===== config.mk =====
export PLATFORM = sky130hd
export DESIGN_NAME = uart_reg_writer
export DESIGN_NICKNAME = d
export VERILOG_FILES = /design/src/rtl/uart_reg_writer.sv
export SDC_FILE = /design/constraint.sdc
export NUM_CORES = 1
export LEC_CHECK = 0
export BUFFER_PORTS_ARGS = -buffer_cell sky130_fd_sc_hd__buf_4
export CAP_MARGIN = 20
export CORE_MARGIN = 5
export CORE_UTILIZATION = 50
export CTS_BUF_LIST = sky130_fd_sc_hd__clkbuf_4
export CTS_CLUSTER_DIAMETER = 40
export DETAILED_ROUTE_END_ITERATION = 10
export PLACE_DENSITY = 0.77
export SETUP_SLACK_MARGIN = 0.15
export SLEW_MARGIN = 20
export SYNTH_ARGS = -nofsm -noshare
export SYNTH_HDL_FRONTEND = slang
export SYNTH_SLANG_ARGS = --single-unit

===== constraint.sdc =====
create_clock -name clk -period 3.8 [get_ports clk]
set_input_delay 0.57 -clock clk [delete_from_list [all_inputs] [get_ports clk]]
set_output_delay 0.57 -clock clk [all_outputs]
set_load 0.01 [all_outputs]

===== src/rtl/uart_reg_writer.sv =====
// uart_reg_writer: 8N1 UART receiver that turns every received byte into a
// single register write for the signal generator. The byte is split into
// address = byte[2:0] and data = byte[7:3], presented with a one-cycle
// write_strobe.
//
// Optional build macro UART_PARITY_EN: frames become 8E1. A PARITY state
// samples one extra bit after the data bits. A frame with bad parity (and a
// good stop bit) produces a frame_error pulse instead of a write.
module uart_reg_writer #(
    parameter int CLKS_PER_BIT = 87
) (
    input  logic       clk,
    input  logic       rst,
    input  logic       rx,
    output logic       write_strobe,
    output logic [2:0] address,
    output logic [4:0] data,
    output logic       frame_error,
    output logic       busy
);

    localparam int CNT_W = $clog2(CLKS_PER_BIT);
    // START waits half a bit, so every later sample lands mid-bit.
    localparam logic [CNT_W-1:0] HALF_LAST = CNT_W'(CLKS_PER_BIT / 2 - 1);
    localparam logic [CNT_W-1:0] BIT_LAST  = CNT_W'(CLKS_PER_BIT - 1);

    typedef enum logic [2:0] {
        IDLE,
        START,
        DATA,
        PARITY,
        STOP,
        EMIT,
        BREAK
    } state_t;

    state_t           state_reg, state_next;
    logic [CNT_W-1:0] cnt_reg, cnt_next;
    logic [2:0]       bit_reg, bit_next;
    logic [7:0]       shift_reg, shift_next;
    logic             strobe_reg, strobe_next;
    logic             err_reg, err_next;
    logic [2:0]       addr_reg, addr_next;
    logic [4:0]       data_reg, data_next;
    logic [1:0]       sync_reg;
    logic             rx_s;
    logic             parity_ok;

`ifdef UART_PARITY_EN
    logic             par_bad_reg, par_bad_next;
    assign parity_ok = ~par_bad_reg;
`else
    assign parity_ok = 1'b1;
`endif

    // Two-flop synchronizer; preset to the idle-high line level.
    always_ff @(posedge clk) begin
        if (rst) begin
            sync_reg <= 2'b11;
        end else begin
            sync_reg <= {sync_reg[0], rx};
        end
    end

    assign rx_s = sync_reg[1];

    // State and datapath registers.
    always_ff @(posedge clk) begin
        if (rst) begin
            state_reg  <= IDLE;
            cnt_reg    <= '0;
            bit_reg    <= '0;
            shift_reg  <= '0;
            strobe_reg <= 1'b0;
            err_reg    <= 1'b0;
            addr_reg   <= '0;
            data_reg   <= '0;
`ifdef UART_PARITY_EN
            par_bad_reg <= 1'b0;
`endif
        end else begin
            state_reg  <= state_next;
            cnt_reg    <= cnt_next;
            bit_reg    <= bit_next;
            shift_reg  <= shift_next;
            strobe_reg <= strobe_next;
            err_reg    <= err_next;
            addr_reg   <= addr_next;
            data_reg   <= data_next;
`ifdef UART_PARITY_EN
            par_bad_reg <= par_bad_next;
`endif
        end
    end

    // Next-state logic: frame sequencing, bit sampling and output pulses.
    always_comb begin
        state_next  = state_reg;
        cnt_next    = cnt_reg;
        bit_next    = bit_reg;
        shift_next  = shift_reg;
        strobe_next = 1'b0;
        err_next    = 1'b0;
        addr_next   = addr_reg;
        data_next   = data_reg;
`ifdef UART_PARITY_EN
        par_bad_next = par_bad_reg;
`endif
        case (state_reg)
            IDLE: begin
                if (!rx_s) begin
                    cnt_next   = '0;
                    state_next = START;
                end
            end
            START: begin
                if (cnt_reg == HALF_LAST) begin
                    cnt_next = '0;
                    bit_next = '0;
                    // A line that is high again at mid-start was a glitch.
                    state_next = rx_s ? IDLE : DATA;
                end else begin
                    cnt_next = cnt_reg + 1'b1;
                end
            end
            DATA: begin
                if (cnt_reg == BIT_LAST) begin
                    cnt_next   = '0;
                    shift_next = {rx_s, shift_reg[7:1]};
                    bit_next   = bit_reg + 3'd1;
                    if (bit_reg == 3'd7) begin
`ifdef UART_PARITY_EN
                        state_next = PARITY;
`else
                        state_next = STOP;
`endif
                    end
                end else begin
                    cnt_next = cnt_reg + 1'b1;
                end
            end
`ifdef UART_PARITY_EN
            PARITY: begin
                if (cnt_reg == BIT_LAST) begin
                    cnt_next     = '0;
                    // Even parity: data bits plus parity bit must XOR to 0.
                    par_bad_next = ^{shift_reg, rx_s};
                    state_next   = STOP;
                end else begin
                    cnt_next = cnt_reg + 1'b1;
                end
            end
`endif
            STOP: begin
                if (cnt_reg == BIT_LAST) begin
                    cnt_next = '0;
                    if (!rx_s) begin
                        err_next   = 1'b1;
                        state_next = BREAK;
                    end else if (!parity_ok) begin
                        err_next   = 1'b1;
                        state_next = IDLE;
                    end else begin
                        strobe_next = 1'b1;
                        addr_next   = shift_reg[2:0];
                        data_next   = shift_reg[7:3];
                        state_next  = EMIT;
                    end
                end else begin
                    cnt_next = cnt_reg + 1'b1;
                end
            end
            EMIT: begin
                state_next = IDLE;
            end
            BREAK: begin
                // Hold here while the line stays low so one break gives one error.
                if (rx_s) begin
                    state_next = IDLE;
                end
            end
            default: begin
                state_next = IDLE;
            end
        endcase
    end

    assign write_strobe = strobe_reg;
    assign frame_error  = err_reg;
    assign address      = addr_reg;
    assign data         = data_reg;
    assign busy         = (state_reg != IDLE);

endmodule


After elaboration in Yosys (flattened, before gate mapping)
Cells that the tools add are included.
- input bits: 3
- output and inout bits: 11
- word-level logic and storage cells: 55
- register bits after elaboration: 33
- mux-type cells: 18
- add/subtract/negate cells: 2
- reductions and logical operators: 11
- bitwise logic cells: 2
- equal/unequal tests: 13
- operators with widths (cell ; count):
    2-to-1 mux 3 bit ; 8
    2-to-1 mux 7 bit ; 3
    case mux 7 bit (3 select lines) ; 1
    case mux 3 bit (5 select lines) ; 1
    != test 2 bit, second input constant ; 6
    == test 3 bit, second input constant ; 3
    adder 7 x 1 -> 7 bit, second input constant ; 1
    == test 7 x 6 -> 1 bit, second input constant ; 1
    == test 7 bit, second input constant ; 1
    case mux 3 bit (2 select lines) ; 1
    AND reduction 3 bit ; 2
    AND reduction 6 bit ; 1
    nonzero test 3 bit ; 2
    2-to-1 mux 2 bit ; 2
    AND reduction 2 bit ; 2
    adder 3 x 1 -> 3 bit, second input constant ; 1
    == test 3 x 1 -> 1 bit, second input constant ; 1
    == test 3 x 2 -> 1 bit, second input constant ; 1
    logical NOT 3 bit ; 1
    OR reduction 3 bit ; 1
    2-to-1 mux 1 bit ; 2
    NOT 1 bit ; 2
    nonzero test 2 bit ; 1
    OR reduction 2 bit ; 1

Logic depth before layout (Yosys ltp)
- depth after elaboration: 4
- mapped depth: 8
- depth with buffers taken out: 7

Least setup slack after synthesis
OpenSTA, ideal clock, no wires.
- path kind: flip-flop to flip-flop
- start point: register cnt_reg[0]
- end point: register addr_reg[1] (netlist: address[1])
- required time: 3.672 ns
- clock period less this slack: 1.689 ns
- setup slack: 2.111 ns
- cell stages (with the launch flop): 9
- path buffers: 1
- setup time: 0.128 ns
- arrival: 1.561 ns
- cell sequence: dfxtp_1 -> inv_1 -> ha_1 -> and4bb_1 -> nand3_2 -> or3_1 -> buf_6 -> mux2i_1 -> nor2_1
- longest elaborated chain between the ends: 2
- RTL lines (element ; RTL line ; RTL):
    from (decl) ; 38 ; logic [CNT_W-1:0] cnt_reg, cnt_next;
    from (signal assigned) ; 83 ; cnt_reg <= cnt_next;
    == test 7 bit ; 155 ; if (cnt_reg == BIT_LAST) begin
    AND reduction 3 bit (no source line) ; -- ;
    to (signal assigned) ; 88 ; addr_reg <= addr_next;
    to (decl) ; 43 ; logic [2:0] addr_reg, addr_next;
Every way passes these cells.
A chain may end at the register's enable or synchronous reset.

Worst setup path after layout
- start point: register state_reg[1]
- end point: register cnt_reg[4]
- longest elaborated chain between the ends: 4
- elaborated cells between the ends (all ways): 9
- those cells by class: eq/ne (4); mux (1); reduce/logical (4)
- RTL lines (element ; RTL line ; RTL):
    from (decl) ; 37 ; state_t state_reg, state_next;
    from (signal assigned) ; 82 ; state_reg <= state_next;
    == test 3 bit or == test 3 x 2 -> 1 bit (tied branches) ; 109 ; case (state_reg)
    OR reduction 2 bit (no source line) ; -- ;
    nonzero test 3 bit (no source line) ; -- ;
    AND reduction 2 bit (no source line) ; -- ;
Parallel ways exist; a longest one is shown, timed or not.

==> results.cfg <==
[cts]
clk_latency_ns = 0.34
clk_pin_slew_ns = 0.11
cts_tree = done
cts_max_level = 2
post_cts_buffers = 0
clock-root-buffer = clkbuf_4
hold_buffers = 0
clockBufferDepth = 2
cts_made_buffers = 5
cts.sinks = 33
cts.repair.resized = 0

[synthesis]
synth_area_leader_cell = dfxtp_1
ys_top_cells_by_area = dfxtp_1 44%, mux2i_1 12%, nor2_1 7.3%
synthesis.area_um2 = 1500
yosys_warnings = 0
synth_nets = 174
ys_seq_area_frac = 0.441
synth_common_cells = 33 x dfxtp_1, 29 x nor2_1, 18 x mux2i_1
avgSynthCellArea_um2 = 8.96
synth_seq_cells = 33
synth.most_common_cell = dfxtp_1
synth_cell_types = 39
synthArstFlopShare = 0
synth_edf_count = 0
synth_top_area_share = 0.441
synth_ff_type = dfxtp_1
syn-instance-count = 167

[global_route]
overflow = 0
antenna_found_initial = 0
grtUsageTotal = 0.159
grt_max_degree = 35
grt_pass1_wl_um = 5210
grt_pass1_vias = 1126

[power]
sw_frac_of_total = 0.250
p_leak_nw = 0.687
switchingPower_w = 0.000168
combPwrFrac = 0.064
power_frac_seq = 0.533
power_w = 0.000675
clkPwrFrac = 0.403
p_per_area_nw_per_um2 = 406
ir_drop_mv = 0.313
p_int_w = 0.000506

[detailed_routing]
wl_per_cell_um = 14.0
drt_wl_total_um = 2920
vias_per_cell = 5.75
drt-pass1-iter-count = 4
first_iter_violations = 65
drc_errors = 0
num_vias = 1202
ant_nets = 0

[sta]
clock_skew_ns = 0.00985
rsz0062_at_grt = no
max_slew.worst_pin.slew_ns = 0.576
tns_ns = 0
slew_viol_final = 0
clock.fmax_mhz = 499
period_share = 0.527
hold_ws_ns = 0.404
max_slew_margin = 0.614
setup_violations = 0
hold_viol_final = 0
min_period_ns = 2.00

[die]
rows = 19
io_pins = 14
die_x_um = 64.7
start_util = 0.533
die_h_um = 64.7
dieArea_um2 = 4190
fp.coreArea_um2 = 2810

[cells_and_area]
finish.utilization = 0.593
nFillCells = 260
drive_gt1_frac = 0.163
largest_register_ff_count = 8
syn_to_final_growth_pct = 11.1
n_antenna_cell = 0
nets = 184
final_area_um2 = 1660

[status]
status = completed

[critical_path]
required_ns = 4.07
critPathMaxFanout = 14
crit_type = flip-flop to flip-flop
cp-end-kind = flip-flop
cp.arrival_ns = 2.27
critPathLaunchType = flip-flop

[hold_path]
hold_class = primary input to flip-flop

[place]
post_dp_cell_area_um2 = 1580
routabilityCongestion = 0.823
io_buffers = 13
hpwlAfterDp_um = 2040

[run]
drv_cap = 0
[path summary, 6_finish.rpt]
path / start / to / slack [ns] / cells past startpoint
max: state_reg[1] / cnt_reg[4] / 1.80 / 5
min: rx / sync_reg[0] / 0.40 / 2
max reg2reg: state_reg[1] / cnt_reg[4] / 1.80 / 5
min reg2reg: sync_reg[0] / sync_reg[1] / 0.42 / 1
[through the flow]
step                std cells  worst slack, ns
finish                    209             1.80
global route              209             1.63
CTS                       209             1.80
detailed placement        201             1.82
global placement          201             1.91
floorplan                 167             2.11
[cell type report]
cell class              count  area (um2)  share of cell area
inverters                   4        15.0             0.00903
flip-flops and latches     33         661               0.397
well taps                  31        38.8              0.0233
clock inverters             3        46.3              0.0278
repair buffers             13        97.6              0.0587
multi-input cells         120         767               0.461
clock buffers               5        37.5              0.0226
[kinds of logic after synthesis]
group | Yosys count | share of synthesized area
compound gates | 21 | 0.0937
flops | 33 | 0.441
simple gates | 77 | 0.265
buf+inv | 14 | 0.0460
mux | 18 | 0.120
fa+ha+maj | 4 | 0.0334
[metal layers]
layer | vias up | track usage | wire [um]
met5 | - | 0 | 0
met3 | 11 | 0.0604 | 125
met1 | 559 | 0.189 | 1330
met4 | 0 | 0.0844 | 80
met2 | 24 | 0.249 | 1390
li1 | 608 | - | -
[power by group through the flow]
stage / clock network (W) / logic, W / registers [W]
3_3_place_gp: 0 / 0.0000417 / 0.000367
6_report: 0.000272 / 0.0000431 / 0.000360
2_1_floorplan: 0 / 0.0000395 / 0.000362
5_1_grt: 0.000294 / 0.0000491 / 0.000361
4_1_cts: 0.000275 / 0.0000438 / 0.000360
3_5_place_dp: 0 / 0.0000436 / 0.000367
[cell usage in the layout (no fill, tap or decap), types with 3 or more instances in the layout]
cell      instances
nor2_1           29
dfxtp_1          33
nand4_1           3
clkbuf_4          5
or3_1             3
buf_4            13
nand3_1          10
nor3_1            3
a31oi_1           4
inv_1             4
ha_1              4
mux2i_1          18
nand2_1          10
a21oi_1           6
or2_2             3
[worst max-delay path, cell delays in order (launching register included)]
cell	delay, ns
dfxtp_1	0.56
or3b_1	0.45
a32oi_1	0.23
or2_1	0.35
nand4_1	0.15
a31oi_1	0.18
Note: power is estimated with default switching activity, not from simulation.
